$ cat config.mk
export PLATFORM = sky130hd
export DESIGN_NAME = pingpong_frame_arbiter_flat
export DESIGN_NICKNAME = d
export VERILOG_FILES = /design/src/rtl/pingpong_frame_arbiter_if.sv /design/src/rtl/pingpong_frame_arbiter.sv /design/src/flat_wrapper.sv
export SDC_FILE = /design/constraint.sdc
export NUM_CORES = 1
export LEC_CHECK = 0
export BUFFER_PORTS_ARGS = -buffer_cell sky130_fd_sc_hd__buf_2
export CAP_MARGIN = 20
export CELL_PAD_IN_SITES_DETAIL_PLACEMENT = 1
export CELL_PAD_IN_SITES_GLOBAL_PLACEMENT = 2
export CORE_ASPECT_RATIO = 1.2
export CORE_MARGIN = 4
export CORE_UTILIZATION = 35
export DETAILED_ROUTE_END_ITERATION = 12
export PLACE_DENSITY = 0.92
export SYNTH_ARGS = -nofsm -noshare
export SYNTH_HDL_FRONTEND = slang
export SYNTH_SLANG_ARGS = --single-unit
$ cat constraint.sdc
create_clock -name clk -period 5.6 [get_ports clk]
set_input_delay 0.84 -clock clk [delete_from_list [all_inputs] [get_ports clk]]
set_output_delay 0.84 -clock clk [all_outputs]
set_load 0.01 [all_outputs]
$ cat src/rtl/pingpong_frame_arbiter_if.sv
// Bundle of host-write, display-handshake and status signals between the
// ping-pong frame arbiter and its neighbours (host port, display controller).
interface pingpong_frame_arbiter_if #(
   parameter int ADDR_W = 10,
   parameter int CNT_W  = 8
);
   // Host write handshake: a word transfers on every rising clk edge where
   // HostWrValid and HostWrReady are both 1; Valid may be raised without
   // waiting for Ready, and Ready depends only on arbiter state and reset.
   logic              HostWrValid;
   logic              HostWrReady;
   logic              SoftClear;
   logic              DispFrameEnd;
   logic              WE0;
   logic              WE1;
   logic [ADDR_W-1:0] WrAddr;
   logic              DispSel;
   logic              DispValid;
   logic              SwapPulse;
   logic              Buf0Empty;
   logic              Buf1Empty;
   logic [CNT_W-1:0]  RepeatCnt;
   logic [1:0]        ArbState;

   modport master (
      output HostWrValid, SoftClear, DispFrameEnd,
      input  HostWrReady, WE0, WE1, WrAddr, DispSel, DispValid, SwapPulse,
             Buf0Empty, Buf1Empty, RepeatCnt, ArbState
   );

   modport slave (
      input  HostWrValid, SoftClear, DispFrameEnd,
      output HostWrReady, WE0, WE1, WrAddr, DispSel, DispValid, SwapPulse,
             Buf0Empty, Buf1Empty, RepeatCnt, ArbState
   );
endinterface

$ cat src/rtl/pingpong_frame_arbiter.sv
// Ping-pong ownership of two frame buffers: host fills one while the display
// scans the other; a finished buffer is handed over only at a frame boundary.
module pingpong_frame_arbiter #(
   parameter int ADDR_W = 10,
   parameter int DEPTH  = 768,
   parameter int CNT_W  = 8
) (
   input  logic                      clk,
   input  logic                      reset,
   pingpong_frame_arbiter_if.slave   bus
);

   typedef enum logic [1:0] {
      FILL0 = 2'd0,
      RUN   = 2'd1,
      FULL  = 2'd2
   } state_t;

   localparam logic [ADDR_W-1:0] LAST_ADDR = ADDR_W'(DEPTH - 1);

   state_t            state;
   logic              wr_sel;
   logic [ADDR_W-1:0] wr_addr;
   logic              disp_sel;
   logic              disp_valid;
   logic              swap_pulse;
   logic [1:0]        buf_empty;
   logic [CNT_W-1:0]  repeat_cnt;

   logic ready;
   logic accept;
   logic final_wr;

   // Ready is gated by reset directly so it drops the instant reset asserts.
   assign ready    = reset & (state != FULL);
   assign accept   = bus.HostWrValid & ready;
   assign final_wr = accept & (wr_addr == LAST_ADDR);

   always_ff @(posedge clk or negedge reset) begin
      if (!reset) begin
         state      <= FILL0;
         wr_sel     <= 1'b0;
         wr_addr    <= '0;
         disp_sel   <= 1'b0;
         disp_valid <= 1'b0;
         swap_pulse <= 1'b0;
         buf_empty  <= 2'b11;
         repeat_cnt <= '0;
      end else begin
         swap_pulse <= 1'b0;
         if (bus.SoftClear) begin
            state      <= FILL0;
            wr_sel     <= 1'b0;
            wr_addr    <= '0;
            disp_sel   <= 1'b0;
            disp_valid <= 1'b0;
            buf_empty  <= 2'b11;
            repeat_cnt <= '0;
         end else begin
            if (accept) begin
               wr_addr <= final_wr ? '0 : wr_addr + 1'b1;
            end
            case (state)
               FILL0: begin
                  if (final_wr) begin
                     state        <= RUN;
                     buf_empty[0] <= 1'b0;
                     disp_sel     <= 1'b0;
                     disp_valid   <= 1'b1;
                     wr_sel       <= 1'b1;
                     swap_pulse   <= 1'b1;
                  end
               end
               RUN: begin
                  if (final_wr && bus.DispFrameEnd) begin
                     // Frame boundary coincides with completion: hand over now.
                     disp_sel            <= wr_sel;
                     wr_sel              <= disp_sel;
                     wr_addr             <= '0;
                     swap_pulse          <= 1'b1;
                     buf_empty[wr_sel]   <= 1'b0;
                     buf_empty[disp_sel] <= 1'b1;
                  end else if (final_wr) begin
                     state             <= FULL;
                     buf_empty[wr_sel] <= 1'b0;
                  end else if (bus.DispFrameEnd) begin
                     if (repeat_cnt != '1) begin
                        repeat_cnt <= repeat_cnt + 1'b1;
                     end
                  end
               end
               FULL: begin
                  if (bus.DispFrameEnd) begin
                     state               <= RUN;
                     disp_sel            <= wr_sel;
                     wr_sel              <= disp_sel;
                     wr_addr             <= '0;
                     swap_pulse          <= 1'b1;
                     buf_empty[wr_sel]   <= 1'b0;
                     buf_empty[disp_sel] <= 1'b1;
                  end
               end
               default: begin
                  state <= FILL0;
               end
            endcase
         end
      end
   end

   assign bus.HostWrReady = ready;
   assign bus.WE0         = accept & ~wr_sel;
   assign bus.WE1         = accept & wr_sel;
   assign bus.WrAddr      = wr_addr;
   assign bus.DispSel     = disp_sel;
   assign bus.DispValid   = disp_valid;
   assign bus.SwapPulse   = swap_pulse;
   assign bus.Buf0Empty   = buf_empty[0];
   assign bus.Buf1Empty   = buf_empty[1];
   assign bus.RepeatCnt   = repeat_cnt;
   assign bus.ArbState    = state;

   // The displayed buffer is never the one being written, and it is complete.
   a_disp_invariant : assert property (@(posedge clk) disable iff (!reset)
      disp_valid |-> ((wr_sel != disp_sel) && !buf_empty[disp_sel]));

endmodule
$ cat src/flat_wrapper.sv
// flat-port wrapper written by rule: the top's interface ports become plain ports
module pingpong_frame_arbiter_flat 
#(
   parameter int ADDR_W = 10,
   parameter int DEPTH  = 768,
   parameter int CNT_W  = 8
)
  (clk, reset, bus_HostWrValid, bus_SoftClear, bus_DispFrameEnd, bus_HostWrReady, bus_WE0, bus_WE1, bus_WrAddr, bus_DispSel, bus_DispValid, bus_SwapPulse, bus_Buf0Empty, bus_Buf1Empty, bus_RepeatCnt, bus_ArbState);
  pingpong_frame_arbiter_if #(.ADDR_W(ADDR_W), .CNT_W(CNT_W)) bus_i ();
  input  logic clk;
  input  logic reset;
  input wire logic [$bits(bus_i.HostWrValid)-1:0] bus_HostWrValid;
  input wire logic [$bits(bus_i.SoftClear)-1:0] bus_SoftClear;
  input wire logic [$bits(bus_i.DispFrameEnd)-1:0] bus_DispFrameEnd;
  output wire logic [$bits(bus_i.HostWrReady)-1:0] bus_HostWrReady;
  output wire logic [$bits(bus_i.WE0)-1:0] bus_WE0;
  output wire logic [$bits(bus_i.WE1)-1:0] bus_WE1;
  output wire logic [$bits(bus_i.WrAddr)-1:0] bus_WrAddr;
  output wire logic [$bits(bus_i.DispSel)-1:0] bus_DispSel;
  output wire logic [$bits(bus_i.DispValid)-1:0] bus_DispValid;
  output wire logic [$bits(bus_i.SwapPulse)-1:0] bus_SwapPulse;
  output wire logic [$bits(bus_i.Buf0Empty)-1:0] bus_Buf0Empty;
  output wire logic [$bits(bus_i.Buf1Empty)-1:0] bus_Buf1Empty;
  output wire logic [$bits(bus_i.RepeatCnt)-1:0] bus_RepeatCnt;
  output wire logic [$bits(bus_i.ArbState)-1:0] bus_ArbState;
  assign bus_i.HostWrValid = bus_HostWrValid;
  assign bus_i.SoftClear = bus_SoftClear;
  assign bus_i.DispFrameEnd = bus_DispFrameEnd;
  assign bus_HostWrReady = bus_i.HostWrReady;
  assign bus_WE0 = bus_i.WE0;
  assign bus_WE1 = bus_i.WE1;
  assign bus_WrAddr = bus_i.WrAddr;
  assign bus_DispSel = bus_i.DispSel;
  assign bus_DispValid = bus_i.DispValid;
  assign bus_SwapPulse = bus_i.SwapPulse;
  assign bus_Buf0Empty = bus_i.Buf0Empty;
  assign bus_Buf1Empty = bus_i.Buf1Empty;
  assign bus_RepeatCnt = bus_i.RepeatCnt;
  assign bus_ArbState = bus_i.ArbState;
  pingpong_frame_arbiter #(.ADDR_W(ADDR_W), .DEPTH(DEPTH), .CNT_W(CNT_W)) u_core (.clk(clk), .reset(reset), .bus(bus_i));
endmodule
==> results of run 1 <==
[cells in the mapped netlist, drive strengths merged (2+ instances only)]
master	number	share of area, %
mux2i	2	1.3
o21ai	5	1.6
ha	7	5.6
o211a	2	1.3
a21o	2	0.96
and3	4	1.6
dfstp	2	3.4
a21oi	9	2.9
nor4	3	1.2
nand3	7	2.2
nor2b	3	1.2
xor2	7	3.9
nand4	5	2.0
nor4b	3	1.7
nand2	17	4.1
xnor2	7	3.9
or3	3	1.2
nor3	4	1.6
nor2	21	5.1
inv	5	1.2
and4	2	1.3
clkbuf	4	0.96
dfrtp	24	39
buf	5	3.5
[per-layer routing]
metal | global-route usage, % | routed length [um] | vias up | part of all wire, %
met5 | 0 | 0 | - | 0
met4 | 4.48 | 34 | 0 | 0.89
met3 | 3.18 | 163 | 5 | 4.3
met2 | 24.8 | 1840 | 33 | 48
met1 | 19.6 | 1770 | 646 | 46
li1 | - | - | 649 | -
[flip-flops by register name, summed over array words and instances, names as in the netlist]
signal and flops:
u_core.bus.WrAddr 10, u_core.bus.DispValid 1, u_core.bus.ArbState 2, u_core.bus.DispSel 1
u_core.bus.RepeatCnt 8, u_core.bus.SwapPulse 1, u_core.buf_empty 2, u_core.wr_sel 1
[layout make-up]
cell class              instances  area, sq um
repair buffers                 32          160
flip-flops and latches         26          653
clock buffers                   3         41.3
multi-input cells             128          817
well taps                      56         70.1
fillers                       542         2500
inverters                       5         18.8
clock inverters                 1         30.0
[kinds of logic (layout without fill, tap and decap cells)]
group           Yosys count  after routing  share of synthesized area [%]
fa+ha+maj                 7              7                           5.62
buf+inv                  14             41                           5.62
simple gates             76             76                           25.1
xor+xnor                 14             14                           7.87
mux                       2              2                           1.29
compound gates           29             29                           12.6
flops                    26             26                           41.9
[power by group]
| group | switching (mW) | leakage, nW | internal, mW |
|---|---|---|---|
| Clock | 0.0653 | 0.0357 | 0.0958 |
| Combinational | 0.0582 | 0.482 | 0.0300 |
| Sequential | 0.00851 | 0.355 | 0.194 |
[worst max path at each step]
stage	end	depth (start not counted)	slack [ns]	from
after floorplan	bus_WE0	6	3.39	u_core.bus.ArbState[0]
after global placement	bus_WE1	4	2.67	reset
after detailed placement	u_core.wr_sel	6	2.59	reset
after CTS	bus_WE1	4	2.60	reset
after global routing	bus_WE1	4	2.49	reset
final	bus_WE1	4	2.66	reset
[critical path: stages]
cell and delay (ns):
buf_2 0.50, and3b_1 0.46, and2_1 0.17, buf_2 0.12
==> out/results.ini, run 1 <==
[detailed_routing]
routed_wl_um = 3810
num_vias = 1333
via_per_inst = 5.31
first_pass_iters = 4
initialDrtViolationCount = 21
drtAntennaViolNets = 0
wl_per_cell_um = 15.2
route.detailed.drc = 0

[setup_path]
cp.required_ns = 4.76
crit_fanout = 28
rr_endpoint = u_core.wr_sel
ff2ff_path_depth = 7
cp.arrival_ns = 2.10
startpoint_type = primary input
end_kind = output pin
r2r_slack_ns = 3.13
criticalPathCategory = primary input to output pin
r2r-start = u_core.bus.ArbState[0]

[floorplan]
start_util_pct = 36.3
fp.dieH_um = 81.1
num_rows = 26
die_x_um = 68.9
boundaryPins = 33
core_area_sq_um = 4290
dieArea_sq_um = 5590

[clocking]
cts_buffers = 3
cts.repair.resized = 0
cts_buffer_depth = 2
clk_latency_ns = 0.28
cts.reportedPaths.clkPinSlew_ns = 0.09
root_buffer = clkbuf_8
cts_tree = built
cts_sinks = 26
postCtsSetupRepairBufs = 0
postCtsHoldBufs = 0
htreeDepth = 1

[timing]
holdWs_ns = 0.523
worstMarginPinSlew_ns = 0.747
relSlewSlack_pct = 49.8
tns_ns = 0
slew_violations = 0
setup_viol_count_final = 0
finalClockSkew_ns = 0.00729
fmax_mhz = 341
period_needed_ns = 2.94
rsz0062_at_grt = no
finalCritPeriodShare_pct = 52.4
hold_viol = 0
setup_ws_ns = 2.66

[pwr]
peakVddDrop_mv = 0.125
p_leak_nw = 0.873
power_density_nw_per_um2 = 252
total_power_mw = 0.451

[cells_and_area]
areaGrowthSynthToFinish_pct = 14.9
antenna_cells = 0
final_cell_mix = buf_2 (32), dfrtp_1 (24), nor2_1 (21), nand2_1 (17), a21oi_1 (9)
post-route-util_pct = 41.7
drive_gt1_share_pct = 21.0
final_area_sq_um = 1790
nets = 208
stdcell_count = 251
layout_commonest_cell = buf_2

[yosys]
synth_edf_count = 0
synth.yosys.warnings = 0
syn-num-nets = 180
ys_async_sr_fraction_pct = 100
synthFlopType = dfrtp_1
ys_seq_elements = 26
synth_seq_area_share_pct = 41.9
synth_area_sq_um = 1560
postSynthAreaPerCell_sq_um = 9.27
synthCells = 168
synth_cell_types = 44

[grt]
antenna_found_initial = 0
grt.total_usage_pct = 15.1
grt_max_degree = 29
grt_pass1_wl_um = 6490
grt_pass1_vias = 1351
overflow = 0

[worst_hold_path]
min_path_type = flop to flop
worstHoldEndpoint = u_core.bus.DispValid
worstHoldStart = u_core.bus.DispValid
holdPathStages = 2

[placement]
place_congestion = 0.809
port_buffers = 32
pre_cts_ws_ns = 2.59
placed_cell_area_sq_um = 1720
hpwlAfterDp_um = 2780
numPlacedInstances = 247

[run_status]
outcome = finished clean

[run]
cap_violations = 0

(Power assumes the default switching activity.)
==> inputs of run 2 (changes only) <==
- CORE_UTILIZATION: 35 -> 29
- PLACE_DENSITY: 0.92 -> 0.82
- clock period: 5.6 -> 2.42 ns (I/O delays scaled with it)
==> out/results.ini, run 2 (synthesis results as in run 1) <==
[setup_path]
end_kind = output pin
crit_fanout = 9  ; -68%
startpoint_type = flop
criticalPathCategory = flop to output pin
cp.required_ns = 2.06  ; -2.70 ns
r2r_slack_ns = 0.33  ; -2.80 ns
cp.arrival_ns = 1.74  ; -0.36 ns

[detailed_routing]
initialDrtViolationCount = 40  ; +90%
first_pass_iters = 4  ; unchanged
drtAntennaViolNets = 0  ; unchanged
route.detailed.drc = 0  ; unchanged
num_vias = 1355  ; +1.7%
routed_wl_um = 4010  ; +5.3%
via_per_inst = 5.21  ; -1.9%
wl_per_cell_um = 15.4  ; +1.7%

[pwr]
p_leak_nw = 0.899  ; +3.0%
power_density_nw_per_um2 = 578  ; +130%
peakVddDrop_mv = 0.246  ; +97%

[cells_and_area]
nFillCells = 601  ; +11%
layout_commonest_cell = buf_2
areaGrowthSynthToFinish_pct = 17.7
post-route-util_pct = 36.1  ; -5.6 points
multi_input_area_sq_um = 817  ; unchanged
final_area_sq_um = 1830  ; +2.4%
largest_reg_flops = 10  ; unchanged
drive_gt1_share_pct = 23.0  ; +2.0 points
antenna_cells = 0  ; unchanged
stdcell_count = 260  ; +3.6%
final_cell_mix = buf_2 (32), dfrtp_1 (24), nor2_1 (21), nand2_1 (17), a21oi_1 (9)
seqCellArea_sq_um = 653  ; unchanged
nets = 213  ; +2.4%

[clocking]
postCtsHoldBufs = 0  ; unchanged
cts_buffers = 3  ; unchanged
postCtsSetupRepairBufs = 0  ; unchanged
htreeDepth = 1  ; unchanged
cts_tree = built
cts_sinks = 26  ; unchanged
cts.repair.resized = 0  ; unchanged
clk_latency_ns = 0.28  ; about the same
cts_buffer_depth = 2  ; unchanged
cts.reportedPaths.clkPinSlew_ns = 0.10  ; about the same
root_buffer = clkbuf_8

[timing]
slew_violations = 0  ; unchanged
setup_viol_count_final = 0  ; unchanged
worstMarginPinSlew_ns = 0.358  ; -0.389 ns
holdWs_ns = 0.0981  ; -0.425 ns
tns_ns = 0  ; unchanged
rsz0062_at_grt = no
relSlewSlack_pct = 75.8  ; +26 points
hold_viol = 0  ; unchanged
finalClockSkew_ns = 0.00197  ; -0.00531 ns
fmax_mhz = 475
period_needed_ns = 2.10
finalCritPeriodShare_pct = 87.0

[grt]
grt.total_usage_pct = 13.0  ; -2.1 points
grt_max_degree = 28  ; -3.4%
antenna_found_initial = 0  ; unchanged
grt_pass1_wl_um = 6760  ; +4.1%
grt_pass1_vias = 1333  ; -1.3%
overflow = 0  ; unchanged

[floorplan]
num_rows = 28  ; +7.7%
core_area_sq_um = 5080  ; +18%
dieArea_sq_um = 6610  ; +18%
die_x_um = 74.9  ; +8.7%
boundaryPins = 33  ; unchanged
start_util_pct = 30.7  ; -5.6 points
fp.dieH_um = 88.3  ; +8.9%

[placement]
port_buffers = 32  ; unchanged
numPlacedInstances = 256  ; +3.6%
hpwlAfterDp_um = 2980  ; +7.1%
place_congestion = 0.779  ; -3.8%
placed_cell_area_sq_um = 1760  ; +2.5%

[run_status]
outcome = finished clean

[run]
cap_violations = 0  ; unchanged

[worst_hold_path]
min_path_type = primary input to async pin

-- run 2: changes by cell type in the layout (fill, tap and decap cells not counted) --
cell   change
buf_4      +5
-- run 2: final cells by class --
cell class	instances	share of cell area, %
Clock buffer	3	2.25
Clock inverter	1	1.64
Inverter	5	1.02
Multi-Input combinational cell	128	44.6
Sequential cell	26	35.6
Tap cell	60	4.10
Timing Repair Buffer	37	10.8
-- run 2: report_power, final --
group / internal, mW / switching (mW)
clock network: 0.222 / 0.156
logic: 0.0768 / 0.139
registers: 0.448 / 0.0186
-- run 2: path summary, 6_finish.rpt --
| path | depth (start not counted) | to | from |
|---|---|---|---|
| setup / recovery | 7 | bus_WE0 | u_core.bus.ArbState[0] |
| hold reg to reg | 2 | u_core.bus.DispValid | u_core.bus.DispValid |
| max in group asynchronous | 2 | u_core.buf_empty[1] | reset |
| setup reg to reg | 7 | u_core.wr_sel | u_core.bus.ArbState[0] |
| min in group clk | 4 | u_core.bus.WrAddr[1] | bus_HostWrValid |
| hold / removal | 2 | u_core.bus.WrAddr[3] | reset |
-- run 2: routing by layer --
| metal | track usage, % | share of wire (%) | wire, um |
|---|---|---|---|
| met5 | 0 | 0 | 0 |
| met4 | 3.07 | 0.85 | 34 |
| met3 | 2.16 | 4.3 | 174 |
| met2 | 20.8 | 48 | 1930 |
| met1 | 18.2 | 47 | 1880 |
-- run 2: stage by stage --
step                setup slack, ns  total power, mW
finish                        0.315             1.06
floorplan                     0.267            0.618
global placement              0.421            0.688
CTS                           0.260             1.08
detailed placement            0.327            0.693
global route                  0.161             1.12
-- run 2: worst max-delay path, stage by stage (launching register included) --
cell	delay, ns
dfrtp_1	0.44
inv_1	0.10
ha_1	0.22
buf_4	0.17
and2b_1	0.21
nand2_1	0.10
nor2_1	0.09
buf_2	0.13
